<file path="src/rtl/mant_mul_seq_pkg.sv">
// Shared SPFP mantissa constants and the multiplier controller state encoding.
package mant_mul_seq_pkg;

    localparam int MANT_W = 24;
    localparam int PROD_W = 48;

    typedef enum logic [1:0] {
        IDLE = 2'd0,
        RUN  = 2'd1,
        DONE = 2'd2
    } state_t;

endpackage

</file>
<file path="src/rtl/mant_mul_seq_rca24bit.sv">
// Ripple-carry adder shared across the shift-and-add iterations.
module rca24bit #(
    parameter int width = 24
) (
    input  logic [width-1:0] a,
    input  logic [width-1:0] b,
    input  logic             cin,
    output logic [width-1:0] sum,
    output logic             c_out
);

    always_comb begin : ripple
        logic c;
        sum = '0;
        c   = cin;
        for (int unsigned i = 0; i < width; i++) begin
            sum[i] = a[i] ^ b[i] ^ c;
            c      = (a[i] & b[i]) | (c & (a[i] ^ b[i]));
        end
        c_out = c;
    end

endmodule

</file>
<file path="src/rtl/mant_mul_seq.sv">
// Sequential shift-and-add mantissa multiplier: one adder reused for WIDTH cycles
// to produce the exact 2*WIDTH-bit product, with valid/ready on both sides.
module mant_mul_seq
    import mant_mul_seq_pkg::*;
#(
    parameter  int WIDTH = MANT_W,
    localparam int CNT_W = $clog2(WIDTH)
) (
    input  logic               clk,
    input  logic               rst,
    input  logic               in_valid,
    output logic               in_ready,
    input  logic [WIDTH-1:0]   a,
    input  logic [WIDTH-1:0]   b,
    output logic               out_valid,
    input  logic               out_ready,
    output logic [2*WIDTH-1:0] product,
    output logic               busy
);

    state_t               state, state_nxt;
    logic [CNT_W-1:0]     cnt;
    logic [WIDTH-1:0]     mcand;
    logic [2*WIDTH-1:0]   p;
    logic [WIDTH-1:0]     addend;
    logic [WIDTH-1:0]     sum;
    logic                 c_out;
    logic                 zero_op;
    logic                 last;

    assign zero_op = (a == '0) || (b == '0);
    assign last    = (cnt == CNT_W'(WIDTH - 1));
    assign addend  = p[0] ? mcand : '0;

    rca24bit #(.width(WIDTH)) u_rca (
        .a     (p[2*WIDTH-1:WIDTH]),
        .b     (addend),
        .cin   (1'b0),
        .sum   (sum),
        .c_out (c_out)
    );

    always_comb begin
        state_nxt = state;
        in_ready  = 1'b0;
        out_valid = 1'b0;
        busy      = 1'b0;
        product   = '0;
        case (state)
            IDLE: begin
                in_ready = 1'b1;
                if (in_valid)
                    state_nxt = zero_op ? DONE : RUN;
            end
            RUN: begin
                busy = 1'b1;
                if (last)
                    state_nxt = DONE;
            end
            DONE: begin
                busy      = 1'b1;
                out_valid = 1'b1;
                product   = p;
                if (out_ready)
                    state_nxt = IDLE;
            end
            default: state_nxt = IDLE;
        endcase
    end

    always_ff @(posedge clk) begin
        if (rst) begin
            state <= IDLE;
            cnt   <= '0;
            mcand <= '0;
            p     <= '0;
        end else begin
            state <= state_nxt;
            case (state)
                IDLE: begin
                    if (in_valid) begin
                        if (zero_op) begin
                            p <= '0;
                        end else begin
                            mcand <= a;
                            p     <= {{WIDTH{1'b0}}, b};
                            cnt   <= '0;
                        end
                    end
                end
                RUN: begin
                    // Carry-out lands in the product MSB, so nothing is ever lost.
                    p   <= {c_out, sum, p[WIDTH-1:1]};
                    cnt <= cnt + 1'b1;
                end
                default: ;
            endcase
        end
    end

endmodule

</file>
<file path="config.mk">
export PLATFORM = sky130hd
export DESIGN_NAME = mant_mul_seq
export DESIGN_NICKNAME = d
export VERILOG_FILES = /design/src/rtl/mant_mul_seq_pkg.sv /design/src/rtl/mant_mul_seq_rca24bit.sv /design/src/rtl/mant_mul_seq.sv
export SDC_FILE = /design/constraint.sdc
export NUM_CORES = 1
export LEC_CHECK = 0
export BUFFER_PORTS_ARGS = -buffer_cell sky130_fd_sc_hd__buf_2
export CAP_MARGIN = 0
export CORE_MARGIN = 3
export CORE_UTILIZATION = 35
export DETAILED_ROUTE_END_ITERATION = 10
export GPL_ROUTABILITY_DRIVEN = 0
export GPL_TIMING_DRIVEN = 0
export SLEW_MARGIN = 20
export SYNTH_ARGS = -nofsm -noshare
export SYNTH_HDL_FRONTEND = slang
export SYNTH_HIERARCHICAL = 1
export SYNTH_SLANG_ARGS = --single-unit
</file>
<file path="constraint.sdc">
create_clock -name clk -period 11.95 [get_ports clk]
set_clock_uncertainty 0.1 [all_clocks]
set_input_delay 0.5975 -clock clk [delete_from_list [all_inputs] [get_ports clk]]
set_output_delay 0.5975 -clock clk [all_outputs]
set_load 0.005 [all_outputs]
</file>
## After elaboration in Yosys (flattened, before gate mapping)

Index checks and enable logic that the tools add are counted.
W data, S select, Z words.

| word-level totals | value |
|---|---|
| bits of input ports | 52 |
| output and inout bits | 51 |
| word-level logic and storage cells | 156 |
| bits in registers | 79 |

| cells by class | value |
|---|---|
| reduce and logical (&&, ||, !) cells | 10 |
| bitwise gates (word level) | 118 |
| $add $sub $neg | 1 |
| eq/ne operators | 7 |
| mux-type cells | 16 |

Operator list:

| kind | count |
|---|---|
| $mux W48 | 2 |
| $pmux W48 S2 | 1 |
| $logic_not A24 Y1 | 2 |
| $mux W24 | 2 |
| $and A1 B1 Y1 | 47 |
| $xor A1 B1 Y1 | 47 |
| $or A1 B1 Y1 | 23 |
| $mux W5 | 2 |
| $pmux W5 S2 | 1 |
| $reduce_and A3 Y1 | 3 |
| $mux W2 | 4 |
| $ne A2 B2 Y1 const B | 4 |
| $pmux W2 S3 | 1 |
| $add A5 B1 Y5 const B | 1 |
| $eq A5 B5 Y1 const B | 1 |
| $mux W1 | 3 |
| $eq A2 B1 Y1 const B | 1 |
| $eq A2 B2 Y1 const B | 1 |
| $logic_not A2 Y1 | 1 |
| $reduce_and A2 Y1 | 1 |
| $reduce_bool A2 Y1 | 1 |
| $reduce_or A2 Y1 | 1 |
| $logic_or A1 B1 Y1 | 1 |
| $not A1 Y1 | 1 |

## Logic depth before layout (Yosys ltp)

Gate-level depths: netlist of run 1.

| logic depth | value |
|---|---|
| depth after elaboration | 49 |
| mapped depth | 31 |
| mapped depth without buffers | 31 |

## By module

Netlist of run 1, hierarchy kept.

Modules (own cells, without submodules):

| module | cells each | area each (um2) | seq. area each (um2) | times used |
|---|---|---|---|---|
| mant_mul_seq | 421 | 3683.5 | 1581.5 | 1 |
| rca24bit | 34 | 518.0 | 0.0 | 1 |

## Worst setup path before layout of run 1

Ideal clock, no wire load.

| timing path | value |
|---|---|
| path kind | register -> register |
| start | reg p[0] |
| end | reg p[46] |
| data required time | 11.785 ns |
| arrival | 9.716 ns |
| path buffers | 0 |
| library setup time | 0.065 ns |
| setup slack | 2.069 ns |
| stages on the path, launching flop included | 32 |
| clock period less this slack | 9.881 ns |
| path through | dfxtp_1 > and2_1 > fa_1 > fa_1 > fa_1 > fa_1 > fa_1 > fa_1 > fa_1 > fa_1 > fa_1 > fa_1 > fa_1 > fa_1 > fa_1 > fa_1 > fa_1 > fa_1 > inv_1 > fa_1 > inv_1 > fa_1 > fa_1 > fa_1 > fa_1 > fa_1 > fa_1 > inv_1 > fa_1 > inv_1 > a22oi_1 > nor2_1 |

| between the ends | value |
|---|---|
| cells in the longest elaborated chain, start to end | 48 |
| elaborated cells between the ends (all ways) | 93 |
| classes of those cells | mux: 2; bitwise: 91 |

RTL lines:

| what | RTL line | source |
|---|---|---|
| from (decl) | mant_mul_seq.sv:24 | `logic [2*WIDTH-1:0] p;` |
| from (signal assigned) | mant_mul_seq.sv:86 | `p <= {{WIDTH{1'b0}}, b};` |
| from (signal assigned) | mant_mul_seq.sv:93 | `p <= {c_out, sum, p[WIDTH-1:1]};` |
| $mux W24 | mant_mul_seq.sv:33 | `assign addend = p[0] ? mcand : '0;` |
| net addend[0] | mant_mul_seq.sv:25 | `logic [WIDTH-1:0] addend;` |
| $and A1 B1 Y1 (2 in series) | mant_mul_seq_rca24bit.sv:18 | `c = (a[i] & b[i]) \| (c & (a[i] ^ b[i]));` |
| $or A1 B1 Y1 | mant_mul_seq_rca24bit.sv:18 |  |
| $and A1 B1 Y1 | mant_mul_seq_rca24bit.sv:18 |  |
| $or A1 B1 Y1 | mant_mul_seq_rca24bit.sv:18 |  |
| $and A1 B1 Y1 | mant_mul_seq_rca24bit.sv:18 |  |
| $or A1 B1 Y1 | mant_mul_seq_rca24bit.sv:18 |  |
| (+33 left out) | -- |  |
| $or A1 B1 Y1 | mant_mul_seq_rca24bit.sv:18 |  |
| $and A1 B1 Y1 | mant_mul_seq_rca24bit.sv:18 |  |
| $or A1 B1 Y1 | mant_mul_seq_rca24bit.sv:18 |  |
| $and A1 B1 Y1 | mant_mul_seq_rca24bit.sv:18 |  |
| $or A1 B1 Y1 | mant_mul_seq_rca24bit.sv:18 |  |
| $xor A1 B1 Y1 | mant_mul_seq_rca24bit.sv:17 | `sum[i] = a[i] ^ b[i] ^ c;` |
| net sum[23] | mant_mul_seq.sv:26 | `logic [WIDTH-1:0] sum;` |
| $pmux W48 S2 | mant_mul_seq.sv:79 | `case (state)` |

The timed path passes the listed nets, and every way through them passes these cells.
A chain may end at the register's enable or synchronous reset.

## Worst setup path in the final report of run 1

Same ends and word-level chain as after synthesis.

==> impl_results.md, run 1 <==
* Run status: completed
* Hold path start: mcand[13]$_SDFFE_PP0P_
* First-pass GRT wire length at 18310 um
* CP endpoint kind: flip-flop
* Max Clk Rate at 96.01 MHz
* Die ar. at 13360 um^2
* Hold Crit Class: reg2reg
* Synth cell types at 36
* Layout area overhead at 22.63%
* Vias in the first global route at 3678
* Reg area at 1582 um^2
* Setup CP Type: reg2reg
* Final hold vios at 0
* Starting Density at 36.33%
* Vias/cell at 5.141
* Die W at 115.6 um
* Largest net degree at the start of global routing at 14
* DP HPWL at 8682 um
* Unrepaired setup endpoints after global routing: no
* CP bufs+invs at 4
* GRT overflow at 0
* Synth warnings at 6
* Sequential share of the synthesized area at between 30% and 40%
* CTS H-tree lvls at 3
* Cell Rows at 39
* Hold buffers post-CTS at 0
* Routed wire length per instance at 15.82 um
* Clock insertion delay at the later pin of the skew report at 330 ps
* Fin crit period at 10420 ps
* Setup TNS at 0 ps
* Synth top area cells: dfxtp_1 (38%), fa_1 (11%), and2_1 (11%)
* Drt total wl at ~11000 um
* Final antenna-violating net count at 0
* Delay-heaviest family, CP: adder cells
* Reg2Reg Depth at 31
* Core Region at 11560 um^2
* Iteration-0 DRC Markers at 227
* CTS tree: built
* Clk sinks at 79
* Drt drc at 0
* Crit share post-route at 87.16%
* Vias at 3676
* Max-cap violations at 0
* Clk buf depth at 2
* Avg Inst Size Synth at 9.234 um^2
* Antenna cells at 0
* Crit path DAT at ~11000 ps
* CP required at 12110 ps
* CP most frequent cell: fa_1
* Terminus of the critical flop-to-flop path: p[46]$_SDFFE_PP0P_
* Layout cells sized above 1 at 22.55%
* Chip height at 115.6 um
* Num CTS Buffers at 9
* Finish-stage setup viols at 0
* Cell Count, Final, Fillers Out at roughly 720
* GRT Total Usage at 17.40%
* Io pins at around 100
* Hold_ws at 385.8 ps
* Leak at 2.378 nW
* Cts repair resizes at 0
* Worst r2r src: p[0]$_SDFFE_PP0P_
* Placed cells at between 600 and 700
* Syn_nets at 535
* Max VDD drop at between 0.00008 and 0.00009 V
* PwrDens at 198.2 nW/um^2
* Clock transition at path regs at 60 ps
* Multi-input gate area in the final layout at 2394 um^2
* Port bufs at 101
* Slew Limit Fails at 0
* 1st-pass router iterations at 5
* Initial antenna violation count at 0
* Worst path max stage delay at 410 ps
* FILL cells at 1134
* Area after DPL at 4886 um^2
* Mapped cell area at 4202 um^2
* Post-route cell area at 5152 um^2
* Relative slew slack at 58.33%
* Max stage delay cell, worst path: fa_1
* Nets at 647
* Crit path depth at 31
* Clk root buf: clkbuf_16
* FF+latch count, synth at 79
* Reg2reg setup slack at around 1500 ps
* Worst Setup Start Kind: flip-flop
* Hold depth at 2
* Post-Synthesis Cells at around 460
* Hold EP: mcand[13]$_SDFFE_PP0P_
* Cell taking the most area after synthesis: dfxtp_1
* Worst Max-Slew Pin Slew at 619.3 ps
* Share of the synthesized area in the top cell type at 37.64%
* Crit path max fanout at 8
* Setup Buffers After CTS at 0
* Power Total at ~1.0 mW
## worst reg2reg max path: cells and delay by family (launching register included)
kind                     cells  cell delay (ps)
adder cells (fa/ha/maj)     24             9210
flip-flops                   1              400
buffers and inverters        4              280
AND/OR/NAND/NOR              2              330
AO/OA/AOI/OAI                1               60
## synthesized netlist by cell type
cell      count
a22oi_1      24
ha_1          4
o31a_1        1
nor2_1       77
nand2_1       4
conb_1        1
mux2i_1      25
o21ai_0       1
clkbuf_1     25
inv_2         2
o21ai_1       2
and2_1       75
buf_6         1
nand3_1       4
buf_2         5
a221oi_1     24
or3_1         3
a221oi_2      1
or4_1         1
inv_1        13
a21boi_0      1
nand2b_1      1
a21oi_1       6
nor4_1       12
o22ai_1       1
nand4_1       2
a221o_1       3
or2_1         1
fa_1         24
and4_1        2
nand4b_1      2
o221ai_2      1
dfxtp_1      79
buf_12        2
nor3_1       24
o21ai_4       1
## kinds of logic after synthesis
kind of cell | Yosys count | share of synthesized area [%]
other | 1 | 0.08925
buffers and inverters | 48 | 5.390
DFF | 79 | 37.64
and+or+nand+nor | 208 | 25.58
AOI/OAI and AO/OA | 66 | 12.72
adders and majority gates | 28 | 12.63
muxes | 25 | 5.956
## how the worst max path moves through the flow
stage / start / endpoint / slack, ps
floorplan: p[0]$_SDFFE_PP0P_ / p[46]$_SDFFE_PP0P_ / 2070
global placement: p[0]$_SDFFE_PP0P_ / p[46]$_SDFFE_PP0P_ / 1640
detailed placement: p[0]$_SDFFE_PP0P_ / p[46]$_SDFFE_PP0P_ / 1550
CTS: p[0]$_SDFFE_PP0P_ / p[46]$_SDFFE_PP0P_ / 1520
global route: p[0]$_SDFFE_PP0P_ / p[46]$_SDFFE_PP0P_ / 1220
finish: p[0]$_SDFFE_PP0P_ / p[46]$_SDFFE_PP0P_ / 1530
## registers in the layout, summed over array words and instances, names as in the netlist
register	cells
cnt	5
p	48
state	2
mcand	24
## cell type report
type	instances	share of cell area (%)
Clock buffer	10	4.444
Buffer	33	3.303
Multi-Input combinational cell	328	46.45
Timing Repair Buffer	101	9.811
Inverter	15	1.093
Clock inverter	6	0.7285
Sequential cell	79	30.69
Tap cell	143	3.473
## power by group
| part | internal, mW | switching, mW |
|---|---|---|
| Sequential | 0.318 | 0.0382 |
| Combinational | 0.158 | 0.259 |
| Clock | 0.140 | 0.109 |
| Total | 0.615 | 0.406 |
## stage by stage
| step | setup slack (ps) | utilization [%] |
|---|---|---|
| final | 1535 | 44.55 |
| after global routing | 1223 | 44.55 |
| after CTS | 1518 | 44.55 |
| after detailed placement | 1549 | 42.25 |
| after global placement | 1641 | 42.25 |
| after floorplan | 2069 | - |
## per-layer routing
| metal | up-vias | wire length (um) | GRT usage [%] |
|---|---|---|---|
| li1 | 1802 | - | - |
| met1 | 1784 | 5073 | 22.78 |
| met2 | 82 | 5684 | 29.36 |
| met3 | 8 | 401 | 2.507 |
| met4 | 0 | 153 | 6.182 |
| met5 | - | 0 | 0 |
## cells in the final DEF (no fill, tap or decap), types with 3 or more instances in the layout
cell type	instances
a221o_1	3
nand2_1	4
a21oi_1	6
nor3_1	24
nor2_1	77
a221oi_1	24
buf_2	106
dfxtp_1	79
clkbuf_1	26
clkinvlp_4	3
and2_1	75
nand3_1	4
nor4_1	12
ha_1	4
a22oi_1	24
clkbuf_16	9
clkinv_2	3
mux2i_1	25
inv_1	13
or3_1	3
fa_1	24
Power figures use the tool's default switching activity.
==> inputs of run 2 (changes only) <==
- CAP_MARGIN: 0 -> 5
- SYNTH_HIERARCHICAL: 1 -> not set
==> run 2 against run 1 <==
  * Wire length grew 1.4%
  * First-iteration DRC count shrank 7.0%
  * Final cell count grew 5.2%
  * Synthesized cell count rose by 8.4%
  * Global-route usage up 0.13 points
  * Worst setup slack got worse by 880 ps
  * Sequential share of layout area fell by 0.060 points
  * Via count grew 2.4%
  * Critical path type unchanged
  * Critical endpoint unchanged
==> impl_results.md, run 2 <==
* GRT Total Usage at 17.52%
* FILL cells at 1187
* Hold depth at 2
* Starting Density at 36.16%
* Reg2reg setup slack at between 600 and 700 ps
* CP endpoint kind: flip-flop
* Leak at approximately 2.1 nW
* Reg area at 1582 um^2
* Worst r2r src: p[0]$_SDFFE_PP0P_
* Setup CP Type: reg2reg
* Final antenna-violating net count at 0
* Top-count cell post-synth: nor2_1
* CTS tree: built
* CP required at 12070 ps
* Hold path start: state[0]$_SDFFE_PP0P_
* Largest net degree at the start of global routing at 13
* Vias at 3765
* Hold EP: state[0]$_SDFFE_PP0P_
* Fin crit period at 11300 ps
* Largest regs: p: 48 flops, mcand: 24 flops, cnt: 5 flops
* Max reg flops at 48
* CP most frequent cell: fa_1
* Clock transition at path regs at roughly 60 ps
* Routed wire length per instance at between 15 and 20 um
* Layout cells sized above 1 at 21.18%
* Post-synth EDFFs at 0
* Ys async rst share at 0%
* Hold Crit Class: reg2reg
* Setup TNS at 0 ps
* Num CTS Buffers at 9
* Antenna cells at 0
* Reg2Reg Depth at 31
* Max-cap violations at 0
* Hold buffers post-CTS at 0
* Die ar. at 13240 um^2
* Io pins at 103
* Clk root buf: clkbuf_16
* 1st-pass router iterations at 5
* Clk sinks at 79
* Ys flop type: dfxtp_1
* Synth cell types at 35
* Power Total at 0.9665 mW
* Nets at 685
* CTS H-tree lvls at 3
* DP HPWL at 8865 um
* Hold_ws at 374.3 ps
* Drt drc at 0
* Largest Register: p
* Commonest non-fill, non-tap cell in the layout: nor2_1
* Die W at 115.1 um
* Terminus of the critical flop-to-flop path: p[46]$_SDFFE_PP0P_
* Cell Rows at 39
* Run status: completed
* PwrDens at between 150 and 200 nW/um^2
* Crit path max fanout at 10
* Chip height at approximately 120 um
* Setup Buffers After CTS at 0
* Max VDD drop at 0.00006762 V
* GRT overflow at 0
* Worst Max-Slew Pin Slew at 554.6 ps
* Unrepaired setup endpoints after global routing: no
* Drt total wl at between 10000 and 15000 um
* Most frequent cells in the layout: nor2_1 (120), buf_2 (107), dfxtp_1 (79)
* Share of the synthesized area in the top cell type at between 30% and 40%
* Multi-input gate area in the final layout at 2305 um^2
* Core Region at 11520 um^2
* Post-synth top cells: nor2_1 (120), dfxtp_1 (79), and2_1 (31)
* Crit share post-route at 94.53%
* Vias in the first global route at 3578
* Max Clk Rate at 88.52 MHz
* Vias/cell at 5.007
* Syn_nets at 573
* Synth warnings at 0
* Worst Setup Start Kind: flip-flop
* Slew Limit Fails at 0
* Worst path max stage delay at about 500 ps
* Cell taking the most area after synthesis: dfxtp_1
* Finish-stage setup viols at 0
* Layout area overhead at 23.98%
* Mapped cell area at 4164 um^2
* Cts repair resizes at 0
* Clk buf depth at 2
* First-pass GRT wire length at 18190 um
* Max stage delay cell, worst path: fa_1
* Initial antenna violation count at 0
* Final hold vios at 0
* Critical Path Source: p[0]$_SDFFE_PP0P_
* Sequential share of the synthesized area at between 30 and 40%
* FF+latch count, synth at 79
* Avg Inst Size Synth at 8.446 um^2
* Synth top area cells: dfxtp_1 (38%), fa_1 (11%), nor2_1 (11%)
* Relative slew slack at 63.03%
* Crit path DAT at about 11000 ps
* Port bufs at 101
* Post-Synthesis Cells at 493
* Iteration-0 DRC Markers at 211
* Clock insertion delay at the later pin of the skew report at 340 ps
run 2: cell count changes after synthesis, moves of 17 or more:
cell,change
and2_1,-44
nor2_1,+43
a21oi_1,+23
nand2_1,+23
a22oi_1,-24
inv_1,+17
run 2: worst max-delay path: cells and delay by family (launching register included):
kind | cells | cell delay [ps]
AO/OA/AOI/OAI | 1 | 130
buffers and inverters | 4 | 820
adder cells (fa/ha/maj) | 23 | 9600
AND/OR/NAND/NOR | 3 | 210
flip-flops | 1 | 310
run 2: cell families after synthesis:
logic type / Yosys count / synth area share (%)
muxes: 25 / 6.010
adders and majority gates: 28 / 12.56
buffers and inverters: 64 / 6.671
DFF: 79 / 37.98
AOI/OAI and AO/OA: 66 / 11.45
and+or+nand+nor: 231 / 25.33
run 2: through the flow:
| step | utilization (%) | worst slack [ps] | std cells | instance area, um^2 |
|---|---|---|---|---|
| floorplan | - | 1164 | 493 | 4164 |
| global placement | 42.10 | 454.5 | 737 | 4848 |
| global route | 44.83 | 68.71 | 752 | 5162 |
| detailed placement | 42.10 | 385.0 | 737 | 4848 |
| finish | 44.83 | 653.5 | 752 | 5162 |
| CTS | 44.82 | 363.0 | 752 | 5161 |
run 2: worst max path at each step:
stage | endpoint | slack [ps]
2_1_floorplan | p[46]$_SDFFE_PP0P_ | 1160
3_3_place_gp | p[46]$_SDFFE_PP0P_ | 450
3_5_place_dp | p[46]$_SDFFE_PP0P_ | 380
4_1_cts | p[46]$_SDFFE_PP0P_ | 360
5_1_grt | p[46]$_SDFFE_PP0P_ | 70
6_report | p[46]$_SDFFE_PP0P_ | 650
run 2: cell type report:
cell class              instances  share of cell area, %
clock buffers                  11                  4.702
repair buffers                101                  9.792
multi-input cells             350                  44.64
flip-flops and latches         79                  30.64
plain buffers                  34                  3.223
inverters                      30                  2.181
clock inverters                 4                  1.357
well taps                     143                  3.466
run 2: layer usage:
layer	GRT usage, %	vias up	wire length, um
met2	27.97	76	5393
met3	3.158	14	500
li1	-	1891	-
met4	6.182	0	173
met5	0	-	0
met1	23.87	1784	5402
run 2: power breakdown:
group	leakage, nW	internal (mW)	switching, mW
combinational	1.29	0.122	0.208
sequential	0.646	0.311	0.0296
clock	0.155	0.187	0.109
total	2.09	0.620	0.347
